**src/rtl/anton_neopixel_pixel_encoder.sv**
```systemverilog
// Prefetching NeoPixel pixel encoder: fetches the next pixel from the frame buffer
// while the current one is serialised onto the LED data line.
module anton_neopixel_pixel_encoder #(
  parameter int BUFFER_END = 1023,
  parameter int T0H_STEPS  = 2,
  parameter int T1H_STEPS  = 5,
  localparam int BUFFER_BITS = $clog2(BUFFER_END + 1)
) (
  input  logic                   clk6_4mhz,
  input  logic                   reset,
  input  logic                   reg_ctrl_32bit,
  input  logic                   stream_output,
  input  logic                   stream_reset,
  input  logic [2:0]             bit_pattern_index,
  input  logic [4:0]             pixel_bit_index,
  input  logic [BUFFER_BITS-1:0] pixel_index,
  input  logic [BUFFER_BITS-1:0] pixel_index_max,
  output logic                   buf_rd_en,
  output logic [BUFFER_BITS-1:0] buf_rd_addr,
  input  logic [7:0]             buf_rd_data,
  output logic                   neopixel_data,
  output logic                   underrun
);

  typedef enum logic [2:0] {S_IDLE, S_RD0, S_RD1, S_RD2, S_CAP} state_t;

  state_t                 state_q, state_d;
  logic [BUFFER_BITS-1:0] fetch_addr_q, fetch_addr_d;
  logic                   mode_q, mode_d;
  logic [7:0]             byte0_q, byte0_d;
  logic [7:0]             byte1_q, byte1_d;
  logic [23:0]            cur_q, cur_d;
  logic [23:0]            nxt_q, nxt_d;
  logic                   nxt_valid_q, nxt_valid_d;
  logic                   underrun_q, underrun_d;
  logic                   neopixel_q, neopixel_d;

  logic                   load;
  logic [BUFFER_BITS-1:0] pixel_equiv;
  logic [BUFFER_BITS-1:0] next_addr;
  logic [4:0]             bit_sel;
  logic                   cur_bit;
  logic                   tx_bit;

  // RGB332 expansion replicates each channel's MSBs into the low bits; wire order is GRB.
  function automatic logic [23:0] expand332(input logic [7:0] d);
    logic [2:0] r, g;
    logic [1:0] b;
    r = d[7:5];
    g = d[4:2];
    b = d[1:0];
    return {g, g, g[2:1], r, r, r[2:1], b, b, b, b};
  endfunction

  always_comb begin
    load        = stream_output && (bit_pattern_index == 3'd0) && (pixel_bit_index == 5'd0);
    pixel_equiv = {pixel_index[BUFFER_BITS-1:2], 2'b11};
    if (reg_ctrl_32bit) begin
      next_addr = (pixel_equiv == pixel_index_max) ? '0 : pixel_index + BUFFER_BITS'(4);
    end else begin
      next_addr = (pixel_index == pixel_index_max) ? '0 : pixel_index + BUFFER_BITS'(1);
    end

    bit_sel = 5'd23 - pixel_bit_index;
    cur_bit = (pixel_bit_index < 5'd24) ? cur_q[bit_sel] : 1'b0;
    // A stale nxt must not leak out when the load is an underrun.
    tx_bit  = load ? (nxt_valid_q & nxt_q[23]) : cur_bit;
  end

  always_comb begin
    state_d      = state_q;
    fetch_addr_d = fetch_addr_q;
    mode_d       = mode_q;
    byte0_d      = byte0_q;
    byte1_d      = byte1_q;
    cur_d        = cur_q;
    nxt_d        = nxt_q;
    nxt_valid_d  = nxt_valid_q;
    underrun_d   = underrun_q;
    buf_rd_en    = 1'b0;
    buf_rd_addr  = '0;

    neopixel_d = stream_output &&
                 (int'(bit_pattern_index) < (tx_bit ? T1H_STEPS : T0H_STEPS));

    if (load) begin
      nxt_valid_d = 1'b0;
      if (nxt_valid_q) begin
        cur_d = nxt_q;
      end else begin
        cur_d      = 24'h0;
        underrun_d = 1'b1;
      end
    end

    case (state_q)
      S_IDLE: begin
        if (load) begin
          fetch_addr_d = next_addr;
          mode_d       = reg_ctrl_32bit;
          state_d      = S_RD0;
        end else if (stream_reset && !nxt_valid_q) begin
          fetch_addr_d = '0;
          mode_d       = reg_ctrl_32bit;
          state_d      = S_RD0;
        end
      end
      S_RD0: begin
        buf_rd_en   = 1'b1;
        buf_rd_addr = fetch_addr_q;
        state_d     = mode_q ? S_RD1 : S_CAP;
      end
      S_RD1: begin
        buf_rd_en   = 1'b1;
        buf_rd_addr = fetch_addr_q + BUFFER_BITS'(1);
        byte0_d     = buf_rd_data;
        state_d     = S_RD2;
      end
      S_RD2: begin
        buf_rd_en   = 1'b1;
        buf_rd_addr = fetch_addr_q + BUFFER_BITS'(2);
        byte1_d     = buf_rd_data;
        state_d     = S_CAP;
      end
      S_CAP: begin
        // Wins over a coincident load: the captured pixel goes out next time.
        nxt_d       = mode_q ? {byte1_q, byte0_q, buf_rd_data} : expand332(buf_rd_data);
        nxt_valid_d = 1'b1;
        state_d     = S_IDLE;
      end
      default: state_d = S_IDLE;
    endcase
  end

  always_ff @(posedge clk6_4mhz) begin
    if (reset) begin
      state_q      <= S_IDLE;
      fetch_addr_q <= '0;
      mode_q       <= 1'b0;
      byte0_q      <= 8'h0;
      byte1_q      <= 8'h0;
      cur_q        <= 24'h0;
      nxt_q        <= 24'h0;
      nxt_valid_q  <= 1'b0;
      underrun_q   <= 1'b0;
      neopixel_q   <= 1'b0;
    end else begin
      state_q      <= state_d;
      fetch_addr_q <= fetch_addr_d;
      mode_q       <= mode_d;
      byte0_q      <= byte0_d;
      byte1_q      <= byte1_d;
      cur_q        <= cur_d;
      nxt_q        <= nxt_d;
      nxt_valid_q  <= nxt_valid_d;
      underrun_q   <= underrun_d;
      neopixel_q   <= neopixel_d;
    end
  end

  assign neopixel_data = neopixel_q;
  assign underrun      = underrun_q;

endmodule
```
**config.mk**
```make
export PLATFORM = sky130hd
export DESIGN_NAME = anton_neopixel_pixel_encoder
export DESIGN_NICKNAME = d
export VERILOG_FILES = /design/src/rtl/anton_neopixel_pixel_encoder.sv
export SDC_FILE = /design/constraint.sdc
export NUM_CORES = 1
export LEC_CHECK = 0
export BUFFER_PORTS_ARGS = -buffer_cell sky130_fd_sc_hd__clkbuf_2
export CORE_MARGIN = 2
export CORE_UTILIZATION = 45
export DETAILED_ROUTE_END_ITERATION = 10
export PLACE_DENSITY = 0.67
export SETUP_SLACK_MARGIN = 0.05
export SLEW_MARGIN = 0
export SYNTH_ARGS = -nofsm -noshare
export SYNTH_HDL_FRONTEND = slang
export SYNTH_SLANG_ARGS = --single-unit
```
**constraint.sdc**
```tcl
create_clock -name clk6_4mhz -period 2.58 [get_ports clk6_4mhz]
set_input_delay 0.387 -clock clk6_4mhz [delete_from_list [all_inputs] [get_ports clk6_4mhz]]
set_output_delay 0.387 -clock clk6_4mhz [all_outputs]
set_load 0.005 [all_outputs]
```
==> run metrics, run 1 <==
stages on the worst setup path 10; htree depth 3; Max clock buf depth 2; post-synth net total 554; Initial Util 46.7%; Post-Place Worst Slack -0.0292 ns; Critical Path End Type register; vias 3,743; initial antenna violation count 0; fill count 839; final WL 9.74 mm; Chip Height 99.4 um; I/O pin cnt 54; Slew Limit Fails 0; WHS Path Cells 2; CP startpoint cur_q[6]$_SDFFE_PP0P_; crit start category register; Post-CTS Setup Inserts 0; most common cell in the netlist dfxtp_1; clk sinks 81; Tot GR Track Use 20.1%; remaining antenna violation count 0; Clock Latency Late Sink 0.36 ns; r2r worst-path depth 10; Main synth FF type dfxtp_1; VDD IR max 0.272 mV; largest net degree at the start of global routing 70; mapped cell area 4090 um^2; Avg Inst Size Synth 8.09 um^2; Worst-Margin Slew 0.726 ns; Gate Count Post-Synth 506; CP top delay family compound AO/OA/AOI/OAI gates; vias per std cell 5.66; commonest cells in the netlist dfxtp_1, a21oi_1, nand2_1; hold_sp reset; post-synth cell types 54; DRC Markers 0; IO Port Bufs 53; status finished clean; Seq. cell area 1620 um^2; Final Worst Setup Slack 0.229 ns; first-pass GRT wire length 16.3 mm; min-delay worst type input pin to register; global route total overflow 0; combinational fraction of design power 11.5%; Core Region 8760 um^2; PwrDens 551 nW/um^2; clock-pin slew on the worst setup and hold paths 0.09 ns; share of layout cells above drive strength 1 18.3%; fmax 425 MHz; Final setup viols 0; RSZ-0062 raised after global routing no; post-synth top area cell dfxtp_1; DRT Pass-1 Iters 4; critical path arrival 2.59 ns; fin crit period 2.35 ns; kind of critical path register to register; Slowest Stage Delay on Critical Path 0.47 ns; EDFF count, synth 0; vias in the first global route 3,346; synth warn 0; DP HPWL 6.92 mm; Overall Power 0.00256 W; register area share after synthesis 39.6%; Post-synth ARST share 0%; number of diodes 0; cts bufs inserted 9; clock share of power 37.7%; die area 9870 um^2; CTS Root Cell clkbuf_8; Max-cap violations 0; Slowest cell on crit path or4_1; buffers plus inverters on the worst setup path 1; TritonCTS clock tree built; multi-input logic area 2280 um^2; Synth area leaders dfxtp_1, a21oi_1, nand2_1; WL/cell 14.7 um; Final nets 596; CP Cell Sequence mux2i_1 -> a22oi_1 -> a311oi_1 -> or4_1 -> a22o_1 -> inv_1 -> ha_1 -> or2_2 -> a21o_1 -> o41ai_2; Die X 99.4 um; DRT iter0 DRCs 184; final hold viol count 0; Worst Path Required 2.82 ns; Rel. slew slack 51.6%; Pint 0.00186 W; Reg power frac 50.8%; final worst path period share 91.1%; Synth top area share 39.6%; Switch Pwr 0.000703 W; Switching Share 27.4%; Crit Path Max Fanout 2; P&R area growth vs syn 13.6%; GP Congestion 0.922; Leak Pwr 1.72 nW; R2R Setup Slk 0.23 ns; FP Rows 34; reg2reg start cur_q[6]$_SDFFE_PP0P_; Final Skew 0.0117 ns; post-synthesis register bit count 81
## flip-flops by register name (all words and copies together) (netlist names)
| name | flops |
|---|---|
| cur_q | 24 |
| nxt_q | 24 |
| fetch_addr_q | 10 |
| byte0_q | 8 |
| byte1_q | 8 |
| state_q | 3 |
| mode_q | 1 |
| neopixel_data | 1 |
| nxt_valid_q | 1 |
| underrun | 1 |
## cell type report
class,instances,share of cell area [%]
Multi-Input combinational cell,381,49.0
Clock inverter,7,1.80
Tap cell,108,2.91
Timing Repair Buffer,68,8.13
Clock buffer,9,2.66
Inverter,7,0.565
Sequential cell,81,34.9
## per-layer routing
metal	global-route usage (%)	wire, um	share of wire (%)
met3	3.51	467	4.8
met1	30.6	4980	51
met5	0	0	0
met2	29.0	4130	42
met4	5.90	158	1.6
## what timing repair did
item / in CTS / in global routing
setup endpoints to repair: 0 / 4
gates resized for setup: 0 / 1
hold buffers: 0 / 0
## cells in the final DEF (no fill, tap or decap), types with 3 or more instances in the layout
cell,netlist,layout
nand2b_1,3,3
dfxtp_1,81,80
nand3_1,40,40
a211oi_1,22,22
mux2_2,3,3
nor2_1,58,58
nor3_1,4,4
inv_1,6,6
clkbuf_2,0,53
o31ai_1,3,3
xnor2_1,5,5
o21bai_1,3,3
a22o_1,4,4
clkbuf_8,0,9
buf_4,2,15
mux4_2,4,4
ha_1,7,7
a22oi_1,7,7
nor2b_1,11,11
nand4_1,3,3
mux2i_1,16,16
xor2_1,10,10
a21oi_1,67,67
inv_6,0,3
nor4_1,3,3
nand2_1,59,59
o21ai_0,16,16
## cell families after synthesis
family,after synthesis,synth area share [%]
flip-flops,81,39.6
adder cells (fa/ha/maj),7,2.14
AND/OR/NAND/NOR,195,21.8
buffers and inverters,44,4.68
multiplexers,23,6.94
AO/OA/AOI/OAI,141,21.6
XOR/XNOR,15,3.21
## final timing paths
kind                              end
min               mode_q$_SDFFE_PP0P_
max reg2reg  neopixel_data$_SDFF_PP0_
max          neopixel_data$_SDFF_PP0_
min reg2reg    cur_q[13]$_SDFFE_PP0P_
## through the flow
step	hold WS (ns)	util, %	setup TNS, ns	instance area [um^2]	std cells
4_1_cts	0.254	53.0	0	4650	661
3_5_place_dp	0.444	50.7	-0.0292	4440	645
3_3_place_gp	0.443	50.7	0	4440	645
5_1_grt	0.248	53.1	0	4650	661
6_report	0.268	53.1	0	4650	661
2_1_floorplan	0.429	-	0	4090	506
## power by group through the flow
stage | Combinational (W) | Sequential [W] | Clock, W
after floorplan | 0.000204 | 0.00132 | 0
after global placement | 0.000284 | 0.00133 | 0
after detailed placement | 0.000292 | 0.00133 | 0
after CTS | 0.000293 | 0.00130 | 0.000988
after global routing | 0.000329 | 0.00130 | 0.00105
final | 0.000295 | 0.00130 | 0.000966
## worst reg2reg max path: stages (launching register included)
cell and delay, ns:
dfxtp_1 0.36, mux2i_1 0.08, a22oi_1 0.21, a311oi_1 0.11, or4_1 0.47, a22o_1 0.23, inv_1 0.06, ha_1 0.21
or2_2 0.27, a21o_1 0.19, o41ai_2 0.05
Note: power is estimated with default switching activity, not from simulation.
==> run 2, diff against run 1 <==
Settings changed: CORE_ASPECT_RATIO set to 0.9, CORE_UTILIZATION 45 to 52, PLACE_DENSITY 0.67 to 0.76.
==> run 2 against run 1 <==
- final cell count fell by 2.0%
- combinational power about the same
- global-route usage grew 2.1 points
- non-clock buffer count shrank 1
- power decreased by 1.4%
- via count increased by 0.27%
- fmax is 0.54% higher
- core utilization rose by 7.9 points
- register-to-register slack gained 0.06 ns
- critical path type is now register to primary output
==> run metrics, run 2 (synthesis results as in run 1) <==
status finished clean; CP Cell Sequence ha_1 -> nand3_1 -> nor4_1 -> mux2_2 -> a22oi_1 -> nor2_1 -> clkbuf_2; largest net degree at the start of global routing 58; Clock Latency Late Sink 0.35 ns; Overall Power 0.00253 W; first-pass GRT wire length 15.4 mm; Critical Path End Type primary output; DP HPWL 6.85 mm; Chip Height 88.2 um; placed inst area 4420 um^2; r2r worst-path depth 10; Final setup viols 0; htree depth 3; Slowest cell on crit path dfxtp_1; buffers plus inverters on the worst setup path 1; setup tns final 0 ns; stages on the worst setup path 7; worst hold slack 0.243 ns; I/O pin cnt 54; Slew Limit Fails 0; cts bufs inserted 9; Initial Util 54.0%; final hold viol count 0; vias 3,753; vias in the first global route 3,274; CTS Root Cell clkbuf_8; Max-cap violations 0; fmax 428 MHz; final worst path period share 90.6%; crit start category register; PwrDens 547 nW/um^2; reg2reg start cur_q[7]$_SDFFE_PP0P_; Tot GR Track Use 22.2%; vias per std cell 5.79; share of layout cells above drive strength 1 17.8%; Worst-Margin Slew 0.591 ns; kind of critical path register to primary output; Design Area, Final 4620 um^2; Crit Path Max Fanout 7; Slowest Stage Delay on Critical Path 0.44 ns; min-delay worst type input pin to register; commonest cells after routing, fill and taps aside dfxtp_1, a21oi_1, nand2_1; Final nets 595; Worst Path Required 2.19 ns; VDD IR max 0.216 mV; Post-Route Utilization 61.0%; Final Skew 0.0142 ns; most common cell after layout, fill and taps aside dfxtp_1; post-CTS resize count 0; die area 8600 um^2; Core Region 7580 um^2; remaining antenna violation count 0; DRC Markers 0; R2R Setup Slk 0.29 ns; Rel. slew slack 60.6%; Critical Path Sink buf_rd_addr[9]; RSZ-0062 raised after global routing no; clock-pin slew on the worst setup and hold paths 0.09 ns; registers with the most flip-flops cur_q (24), nxt_q (24), fetch_addr_q (10); clk sinks 81; TritonCTS clock tree built; initial antenna violation count 0; Leak Pwr 1.71 nW; WL/cell 14.5 um; Reg2Reg Capture Point neopixel_data$_SDFF_PP0_; final WL 9.41 mm; Max clock buf depth 2; P&R area growth vs syn 12.9%; FP Rows 30; DRT iter0 DRCs 204; CP startpoint fetch_addr_q[2]$_SDFFE_PP0P_; fin crit period 2.34 ns; IO Port Bufs 53; Die X 97.5 um; critical path arrival 1.95 ns; GP Congestion 0.839; DRT Pass-1 Iters 6; hold_buf cts 0; global route total overflow 0; Post-CTS Setup Inserts 0; number of diodes 0; CP top delay family simple AND/OR/NAND/NOR gates
## run 2: routing by layer
layer	global-route usage, %	part of all wire, %
met1	32.5	50
met2	33.5	44
met3	3.59	5.8
met4	7.32	0.58
met5	0	0
## run 2: area by class of cell
class | instances | area (um^2)
clock buffer | 11 | 141
clock inverter | 5 | 62.6
fill | 689 | 2960
inverter | 7 | 26.3
multi-input combinational | 381 | 2280
sequential | 81 | 1620
tap | 96 | 120
timing repair buffer | 67 | 370
## run 2: worst reg2reg max path, stage by stage, from the launching register on
cell      delay, ns
dfxtp_1        0.35
mux2i_1        0.07
a22oi_1        0.19
a311oi_1       0.11
or4_1          0.47
a22o_1         0.22
inv_1          0.06
ha_1           0.23
or2_2          0.28
a21o_1         0.20
o41ai_2        0.05
## run 2: per-stage QoR
| step | std cells | worst slack [ns] |
|---|---|---|
| after global placement | 632 | 0.0671 |
| final | 648 | 0.241 |
| after global routing | 648 | 0.0577 |
| after detailed placement | 632 | -0.00301 |
| after CTS | 648 | 0.224 |
| after floorplan | 506 | 0.152 |
## run 2: where the power goes
group | switching [W] | total (W) | internal [W]
combinational | 0.000177 | 0.000293 | 0.000117
sequential | 0.0000239 | 0.00130 | 0.00128
clock | 0.000455 | 0.000934 | 0.000479
total | 0.000655 | 0.00253 | 0.00187
## run 2: worst min path at each step
stage	from	endpoint	slack [ns]	cells after the start
final	bit_pattern_index[0]	neopixel_data$_SDFF_PP0_	0.24	2
after CTS	bit_pattern_index[0]	neopixel_data$_SDFF_PP0_	0.23	2
after global placement	cur_q[20]$_SDFFE_PP0P_	cur_q[20]$_SDFFE_PP0P_	0.44	2
after detailed placement	cur_q[17]$_SDFFE_PP0P_	cur_q[17]$_SDFFE_PP0P_	0.45	2
after floorplan	cur_q[11]$_SDFFE_PP0P_	cur_q[11]$_SDFFE_PP0P_	0.43	2
after global routing	bit_pattern_index[0]	neopixel_data$_SDFF_PP0_	0.24	2
